<file path="config.mk">
export PLATFORM = sky130hd
export DESIGN_NAME = unidade_mult_div
export DESIGN_NICKNAME = d
export VERILOG_FILES = /design/src/rtl/unidade_mult_div.sv
export SDC_FILE = /design/constraint.sdc
export NUM_CORES = 1
export LEC_CHECK = 0
export ABC_AREA = 1
export CORE_AREA = 2 2 275 277
export DETAILED_ROUTE_END_ITERATION = 6
export DIE_AREA = 0 0 277 279
export DONT_BUFFER_PORTS = 1
export MAX_ROUTING_LAYER = met4
export PLACE_DENSITY_LB_ADDON = 0.08
export SLEW_MARGIN = 20
export SYNTH_ARGS = -nofsm -noshare
export SYNTH_HDL_FRONTEND = slang
export SYNTH_SLANG_ARGS = --single-unit
</file>
<file path="constraint.sdc">
create_clock -name clock -period 7.81 [get_ports clock]
set_clock_uncertainty 0.2 [all_clocks]
set_input_delay 1.1715 -clock clock [delete_from_list [all_inputs] [get_ports clock]]
set_output_delay 1.1715 -clock clock [all_outputs]
set_load 0.05 [all_outputs]
</file>
<file path="src/rtl/unidade_mult_div.sv">
`timescale 1ns/1ps
`default_nettype none
// +--------------------------------------------------------------------------+
// | Module  : unidade_mult_div                                               |
// | Purpose : Iterative radix-2 MULT/MULTU/DIV/DIVU unit with HI/LO regs     |
// | Revision: 1.0 - initial release                                          |
// +--------------------------------------------------------------------------+
module unidade_mult_div #(
  parameter int LARGURA = 32
) (
  input  logic               clock,
  input  logic               reset,
  input  logic               inicio,
  input  logic [1:0]         operacao,
  input  logic [LARGURA-1:0] operandoA,
  input  logic [LARGURA-1:0] operandoB,
  input  logic               escreveHi,
  input  logic               escreveLo,
  input  logic [LARGURA-1:0] dadoEscrita,
  output logic               ocupado,
  output logic               pronto,
  output logic [LARGURA-1:0] hi,
  output logic [LARGURA-1:0] lo
);

  typedef enum logic [1:0] {
    OCIOSO  = 2'd0,
    CALCULA = 2'd1,
    AJUSTE  = 2'd2
  } estado_t;

  localparam int cLarguraCont = (LARGURA > 1) ? $clog2(LARGURA) : 1;
  localparam logic [cLarguraCont-1:0] cUltimaIter = cLarguraCont'(LARGURA - 1);

  estado_t                 rEstado;
  estado_t                 wProxEstado;
  logic [cLarguraCont-1:0] rContador;
  logic                    rEhDivisao;
  logic                    rSinalRes;
  logic                    rSinalResto;
  logic                    rDivZero;
  logic [LARGURA-1:0]      rOperando;
  logic [LARGURA-1:0]      rAccHi;
  logic [LARGURA-1:0]      rAccLo;

  logic                    wNegA;
  logic                    wNegB;
  logic [LARGURA-1:0]      wMagA;
  logic [LARGURA-1:0]      wMagB;
  logic [LARGURA:0]        wSoma;
  logic [LARGURA:0]        wTentativa;
  logic [LARGURA:0]        wDiferenca;
  logic [2*LARGURA-1:0]    wProduto;
  logic [2*LARGURA-1:0]    wProdutoFinal;
  logic [LARGURA-1:0]      wQuociente;
  logic [LARGURA-1:0]      wResto;

  // Signed ops work on magnitudes; the signs are re-applied in AJUSTE.
  assign wNegA = operacao[0] & operandoA[LARGURA-1];
  assign wNegB = operacao[0] & operandoB[LARGURA-1];
  assign wMagA = wNegA ? -operandoA : operandoA;
  assign wMagB = wNegB ? -operandoB : operandoB;

  // Multiply step: keep the carry so the right shift does not lose it.
  assign wSoma = {1'b0, rAccHi} + ({1'b0, rOperando} & {(LARGURA+1){rAccLo[0]}});

  // Restoring divide step; a zero divisor never goes negative, which yields
  // an all-ones quotient and the dividend shifted into the remainder.
  assign wTentativa = {rAccHi, rAccLo[LARGURA-1]};
  assign wDiferenca = wTentativa - {1'b0, rOperando};

  assign wProduto      = {rAccHi, rAccLo};
  assign wProdutoFinal = rSinalRes ? -wProduto : wProduto;
  assign wQuociente    = rDivZero ? '1 : (rSinalRes ? -rAccLo : rAccLo);
  assign wResto        = rSinalResto ? -rAccHi : rAccHi;

  always_ff @(posedge clock or negedge reset) begin
    if (!reset) rEstado <= OCIOSO;
    else        rEstado <= wProxEstado;
  end

  always_comb begin
    wProxEstado = rEstado;
    case (rEstado)
      OCIOSO:  if (inicio) wProxEstado = CALCULA;
      CALCULA: if (rContador == cUltimaIter) wProxEstado = AJUSTE;
      AJUSTE:  wProxEstado = OCIOSO;
      default: wProxEstado = OCIOSO;
    endcase
  end

  always_ff @(posedge clock or negedge reset) begin
    if (!reset) begin
      rContador   <= '0;
      rEhDivisao  <= 1'b0;
      rSinalRes   <= 1'b0;
      rSinalResto <= 1'b0;
      rDivZero    <= 1'b0;
      rOperando   <= '0;
      rAccHi      <= '0;
      rAccLo      <= '0;
      hi          <= '0;
      lo          <= '0;
      ocupado     <= 1'b0;
      pronto      <= 1'b0;
    end else begin
      pronto <= 1'b0;
      case (rEstado)
        OCIOSO: begin
          if (inicio) begin
            rContador   <= '0;
            rEhDivisao  <= operacao[1];
            rSinalRes   <= wNegA ^ wNegB;
            rSinalResto <= wNegA;
            rDivZero    <= operacao[1] & (operandoB == '0);
            rOperando   <= operacao[1] ? wMagB : wMagA;
            rAccHi      <= '0;
            rAccLo      <= operacao[1] ? wMagA : wMagB;
            ocupado     <= 1'b1;
          end else begin
            if (escreveHi) hi <= dadoEscrita;
            if (escreveLo) lo <= dadoEscrita;
          end
        end
        CALCULA: begin
          rContador <= rContador + 1'b1;
          if (rEhDivisao) begin
            rAccHi <= wDiferenca[LARGURA] ? wTentativa[LARGURA-1:0]
                                          : wDiferenca[LARGURA-1:0];
            rAccLo <= {rAccLo[LARGURA-2:0], ~wDiferenca[LARGURA]};
          end else begin
            rAccHi <= wSoma[LARGURA:1];
            rAccLo <= {wSoma[0], rAccLo[LARGURA-1:1]};
          end
        end
        AJUSTE: begin
          if (rEhDivisao) begin
            hi <= wResto;
            lo <= wQuociente;
          end else begin
            hi <= wProdutoFinal[2*LARGURA-1:LARGURA];
            lo <= wProdutoFinal[LARGURA-1:0];
          end
          pronto  <= 1'b1;
          ocupado <= 1'b0;
        end
        default: ;
      endcase
    end
  end

endmodule
`default_nettype wire
</file>
## Yosys cells after proc, flatten, opt, wreduce, memory -nomap -nowiden

Index checks and enable logic that the tools add are counted.

- Multiplexer cells: 31
- $add $sub $neg: 8
- Reductions and logical operators: 10
- Equality and inequality tests: 8
- Bitwise logic cells: 6

Operator list:

| operator | number |
|---|---|
| $mux 32 | 18 |
| $pmux 32 s2 | 4 |
| $neg 32->32 | 4 |
| $mux 64 | 1 |
| $neg 64->64 | 1 |
| $add 32x33->33 | 1 |
| $and 32x33->33 | 1 |
| $sub 33x32->33 | 1 |
| $logic_not 32->1 | 1 |
| $ne 2x2->1 const B | 5 |
| $pmux 5 s2 | 1 |
| $reduce_and 2->1 | 4 |
| $reduce_and 3->1 | 2 |
| $add 5x1->5 const B | 1 |
| $eq 5x5->1 const B | 1 |
| $mux 5 | 1 |
| $mux 2 | 2 |
| $pmux 2 s2 | 1 |
| $reduce_bool 2->1 | 2 |
| $and 1x1->1 | 3 |
| $eq 2x1->1 const B | 1 |
| $eq 2x2->1 const B | 1 |
| $logic_not 2->1 | 1 |
| $mux 1 | 2 |
| 3 further kinds | 3 |

- Register bits after elaboration: 173
- Bits of input ports: 103
- Word-level logic and storage cells: 76

## Depth between registers and ports, before layout

- Depth after elaboration: 5
- Mapped depth: 22
- Gate-level depth less buffers: 20

## Least setup slack after synthesis

OpenSTA, ideal clock, no wires.

- Path kind: register to register
- From: reg rAccLo[0]
- To: reg rAccHi[13]
- Cell stages (with the launch flop): 20
- Library setup time: 0.066 ns
- Setup slack: 5.036 ns
- Arrival time: 2.508 ns
- Path buffers: 2
- Path through: dfrtp_1 > buf_6 > clkbuf_1 > nand2_1 > inv_1 > ha_1 > inv_1 > fa_1 > inv_1 > nand2_1 > o21ai_2 > nand2_1 > nand2_1 > nand2_1 > nand2_1 > inv_1 > or2_2 > nand3_1 > nand3_1 > nand2_1

- Longest elaborated chain between the ends: 4

Ends and longest elaborated chain:

| item | line | RTL |
|---|---|---|
| start: declaration | 44 | `logic [LARGURA-1:0] rAccLo;` |
| start signal: assignment | 118 | `rAccLo <= operacao[1] ? wMagA : wMagB;` |
| start signal: assignment | 130 | `rAccLo <= {rAccLo[LARGURA-2:0], ~wDiferenca[LARGURA]};` |
| start signal: assignment | 133 | `rAccLo <= {wSoma[0], rAccLo[LARGURA-1:1]};` |
| $and 32x33->33 | 65 | `assign wSoma = {1'b0, rAccHi} + ({1'b0, rOperando} & {(LARGURA+1){rAccLo[0]}});` |
| $add 32x33->33 | 65 |  |
| $mux 32 | 127 | `if (rEhDivisao) begin` |
| $pmux 32 s2 | 108 | `case (rEstado)` |
| end signal: assignment | 128 | `rAccHi <= wDiferenca[LARGURA] ? wTentativa[LARGURA-1:0]` |
| end signal: assignment | 132 | `rAccHi <= wSoma[LARGURA:1];` |
| end: declaration | 43 | `logic [LARGURA-1:0] rAccHi;` |

Every way passes these cells.
A chain may end at the register's enable or synchronous reset.

## Worst setup path in the final report

- From: reg rAccLo[31]
- To: reg rAccHi[6]

- Longest elaborated chain between the ends: 4

Ends and longest elaborated chain:

| item | line | RTL |
|---|---|---|
| $sub 33x32->33 | 70 | `assign wDiferenca = wTentativa - {1'b0, rOperando};` |
| $mux 32 | 128 |  |
| $mux 32 | 127 |  |
| $pmux 32 s2 | 108 |  |

Every way passes these cells.

==> key figures <==
Pwr
  – Cell Pwr Density: 533 nW/um^2
  – Flop pwr share: 25.3%
  – Comb pwr share: 66.3%
  – Sw Ratio: 62.3%
  – P_leak: 0.00996 uW
  – Max VDD drop: 0.000196 V
  – Clk network pwr share: 8.3%
  – P_int: roughly 4000 uW
  – Sw power: 6630 uW

Cells and area
  – Layout cells sized above 1: 4.11%
  – Non-Filler Instances: a little over 4000
  – FF+latch area: roughly 4300 um^2
  – Layout filler cell count: 8619
  – Layout area overhead: 8.30%
  – Multi-input gate area: 12000 um^2
  – ANT cells: 0
  – Nets: 3273

STA
  – Max frequency: 268 MHz
  – Final setup fails: 0
  – Tmin final: between 3 and 4 ns
  – Final hold vios: 0
  – Setup Total Neg Slack: 0 ns
  – Final Max Slew Viols: 0
  – Final period utilization: 47.8%
  – RSZ-0062 raised after global routing: false
  – Relative slew slack: 20.2%
  – Worst-Margin Slew: 1.18 ns

Floorplanning
  – Row cnt: 100
  – Die area: 77300 um^2
  – Chip width: 277 um
  – # IOs: approximately 170
  – Core Region: 74100 um^2
  – Die H: 279 um
  – Initial Util: 24.9%

Worst hold path
  – Worst Hold Class: input port to async pin

Drt
  – Initial DRC count: 1834
  – Final WL: 93800 um
  – Residual DRC: 0
  – Wire per inst: 23.0 um
  – Vias per Instance: 5.06
  – Vias: a little over 20000
  – 1st-pass router iterations: 7
  – Antenna-violating nets left: 0

Clocking
  – TritonCTS clock tree: done
  – CTS Buf Count: 17
  – Htree depth: 4
  – Cts repair resizes: 0
  – Clk buf depth: 2
  – Cts hold-fix bufs: 0
  – Sink Count: 173
  – Latest clock arrival within the worst-skew pair: 0.49 ns
  – Root Driver: clkbuf_16
  – CTS clk-pin slew, worst paths: approximately 0.07 ns
  – Setup Buffers After CTS: 0

Logic synthesis
  – Library cell with the highest instance count after synthesis: nand2_1
  – Primary FF master, synth: dfrtp_1
  – EDFF count, synth: 0
  – Area contributors post-synth: dfrtp_1, nand2_1, nand3_1
  – Yosys top cell area share: between 20% and 30%
  – Syn_area_per_cell: slightly below 6 um^2
  – Area leader, netlist: dfrtp_1
  – Share of the yosys chip area belonging to registers: between 20% and 30%
  – Post-Syn Area: 18500 um^2
  – Post-synth ARST share: 100%
  – Post-synth top cells: nand2_1, inv_1, nand3_1
  – Yosys warns: 0
  – Yosys reg bits: 173
  – Synth unique cells: 54
  – Post-Synthesis Net Count: 3337
  – Cell count after synthesis: 3162

Run
  – Max-Cap Viols: 0

GRT
  – Number of global-route vias before repair: a little under 20000
  – Congestion Overflow GR: 0
  – Global-route wire length before repair: about 140000 um
  – Initial antenna violation count: 0
  – Gr usage total: about 25%
  – Largest net degree at the start of global routing: 174

Worst setup path
  – WS Path Type: flip-flop to flip-flop
  – CP Data Arrival Time: between 3 and 4 ns
  – Slowest stage cell, crit path: dfrtp_1
  – Buf/Inv on CP: 2
  – Crit-path most repeated cell: nand2_1
  – Startpoint Class: flip-flop
  – Crit-path max FO: 31
  – Worst endpoint required time: 7.98 ns
  – Top delay family on crit path: simple AND/OR/NAND/NOR gates
  – Worst-path cell chain: inv_1 -> ha_1 -> fa_1 -> inv_1 -> nand2_1 -> nand2_1 -> nand3_1 -> nand2_2 -> nand2_1 -> nand2_2 -> nand2_4 -> nand3_4 -> nand2_4 -> nor2_1 -> nand2_1 -> nand3b_1 -> nand2_1
  – Critical path's largest stage delay: 0.56 ns
  – CP endpoint kind: flip-flop

Placed design
  – IO Port Bufs: 0
  – RePlAce Congestion: 0.937
  – DP HPWL: 76600 um
  – Placed cells: ~4000

Outcome
  – Outcome: finished, final reports clean
-- cells in the final DEF, fill, tap and decap left out, drive strengths merged, types with 25 or more instances in the layout --
| cell | instances |
|---|---|
| ha | 70 |
| nor2 | 315 |
| nand3 | 381 |
| nand2 | 996 |
| xor2 | 40 |
| dfrtp | 173 |
| o211ai | 25 |
| a21oi | 195 |
| nand4 | 36 |
| a2bb2oi | 35 |
| buf | 26 |
| inv | 450 |
| o21ai | 183 |
-- cell families (layout without fill, tap and decap cells) --
logic type | after synthesis | count (layout) | share of synthesized area [%]
xor gates and xnor gates | 59 | 59 | 2.80
DFF | 173 | 173 | 23.5
buffers and inverters | 555 | 504 | 11.7
adders and majority gates | 72 | 72 | 4.96
and+or+nand+nor | 1806 | 1806 | 41.6
AOI/OAI and AO/OA | 497 | 497 | 15.5
-- layout make-up --
type                    instances  share of cell area [%]
clock buffers                  18                    2.15
clock inverters                14                   0.732
inverters                     446                    8.37
multi-input cells            2434                    60.0
flip-flops and latches        173                    21.7
well taps                     969                    6.06
repair buffers                 26                   0.976
-- worst paths after layout --
kind | startpoint | to | slack (ns) | cells past startpoint
worst max-delay path | rAccLo[31] | rAccHi[6] | 4.08 | 17
worst min-delay path | reset | rOperando[29] | 0.22 | 0
worst max register to register | rAccLo[31] | rAccHi[6] | 4.08 | 17
worst min register to register | rContador[4] | rContador[4] | 0.32 | 1
max in group asynchronous | reset | hi[15] | 6.73 | 0
min in group clock | rContador[4] | rContador[4] | 0.32 | 1
-- power by group through the flow --
stage,Clock (uW),Combinational (uW),Sequential [uW]
finish,886,7060,2700
global route,944,7920,2740
CTS,913,7030,2690
detailed placement,0,6990,2710
global placement,0,7010,2720
floorplan,0,5040,2270
-- through the flow --
step,power (uW),worst slack (ns),util (%),cell area (um^2),hold slack [ns]
finish,10600,4.08,27.0,20000,0.220
global route,11600,3.84,27.0,20000,0.174
CTS,10600,4.11,27.0,20000,0.162
detailed placement,9700,4.07,26.2,19400,0.299
global placement,9730,4.03,26.2,19400,0.292
floorplan,7310,5.04,-,18500,0.253
-- routing by layer --
| layer | global-route usage, % | vias up | wire (um) |
|---|---|---|---|
| li1 | - | 10100 | - |
| met3 | 3.83 | 67 | 5350 |
| met2 | 37.1 | 606 | 41300 |
| met4 | 5.67 | 0 | 1770 |
| met5 | - | - | 0 |
| met1 | 34.2 | 9906 | 45400 |
-- sequential cells by signal, summed over array words and instances (netlist names), 2 cells and up --
| name | flops |
|---|---|
| hi | 32 |
| rContador | 5 |
| rAccHi | 32 |
| rEstado | 2 |
| rAccLo | 32 |
| rOperando | 32 |
| lo | 32 |
No activity file was read; power rests on OpenSTA's default activity.
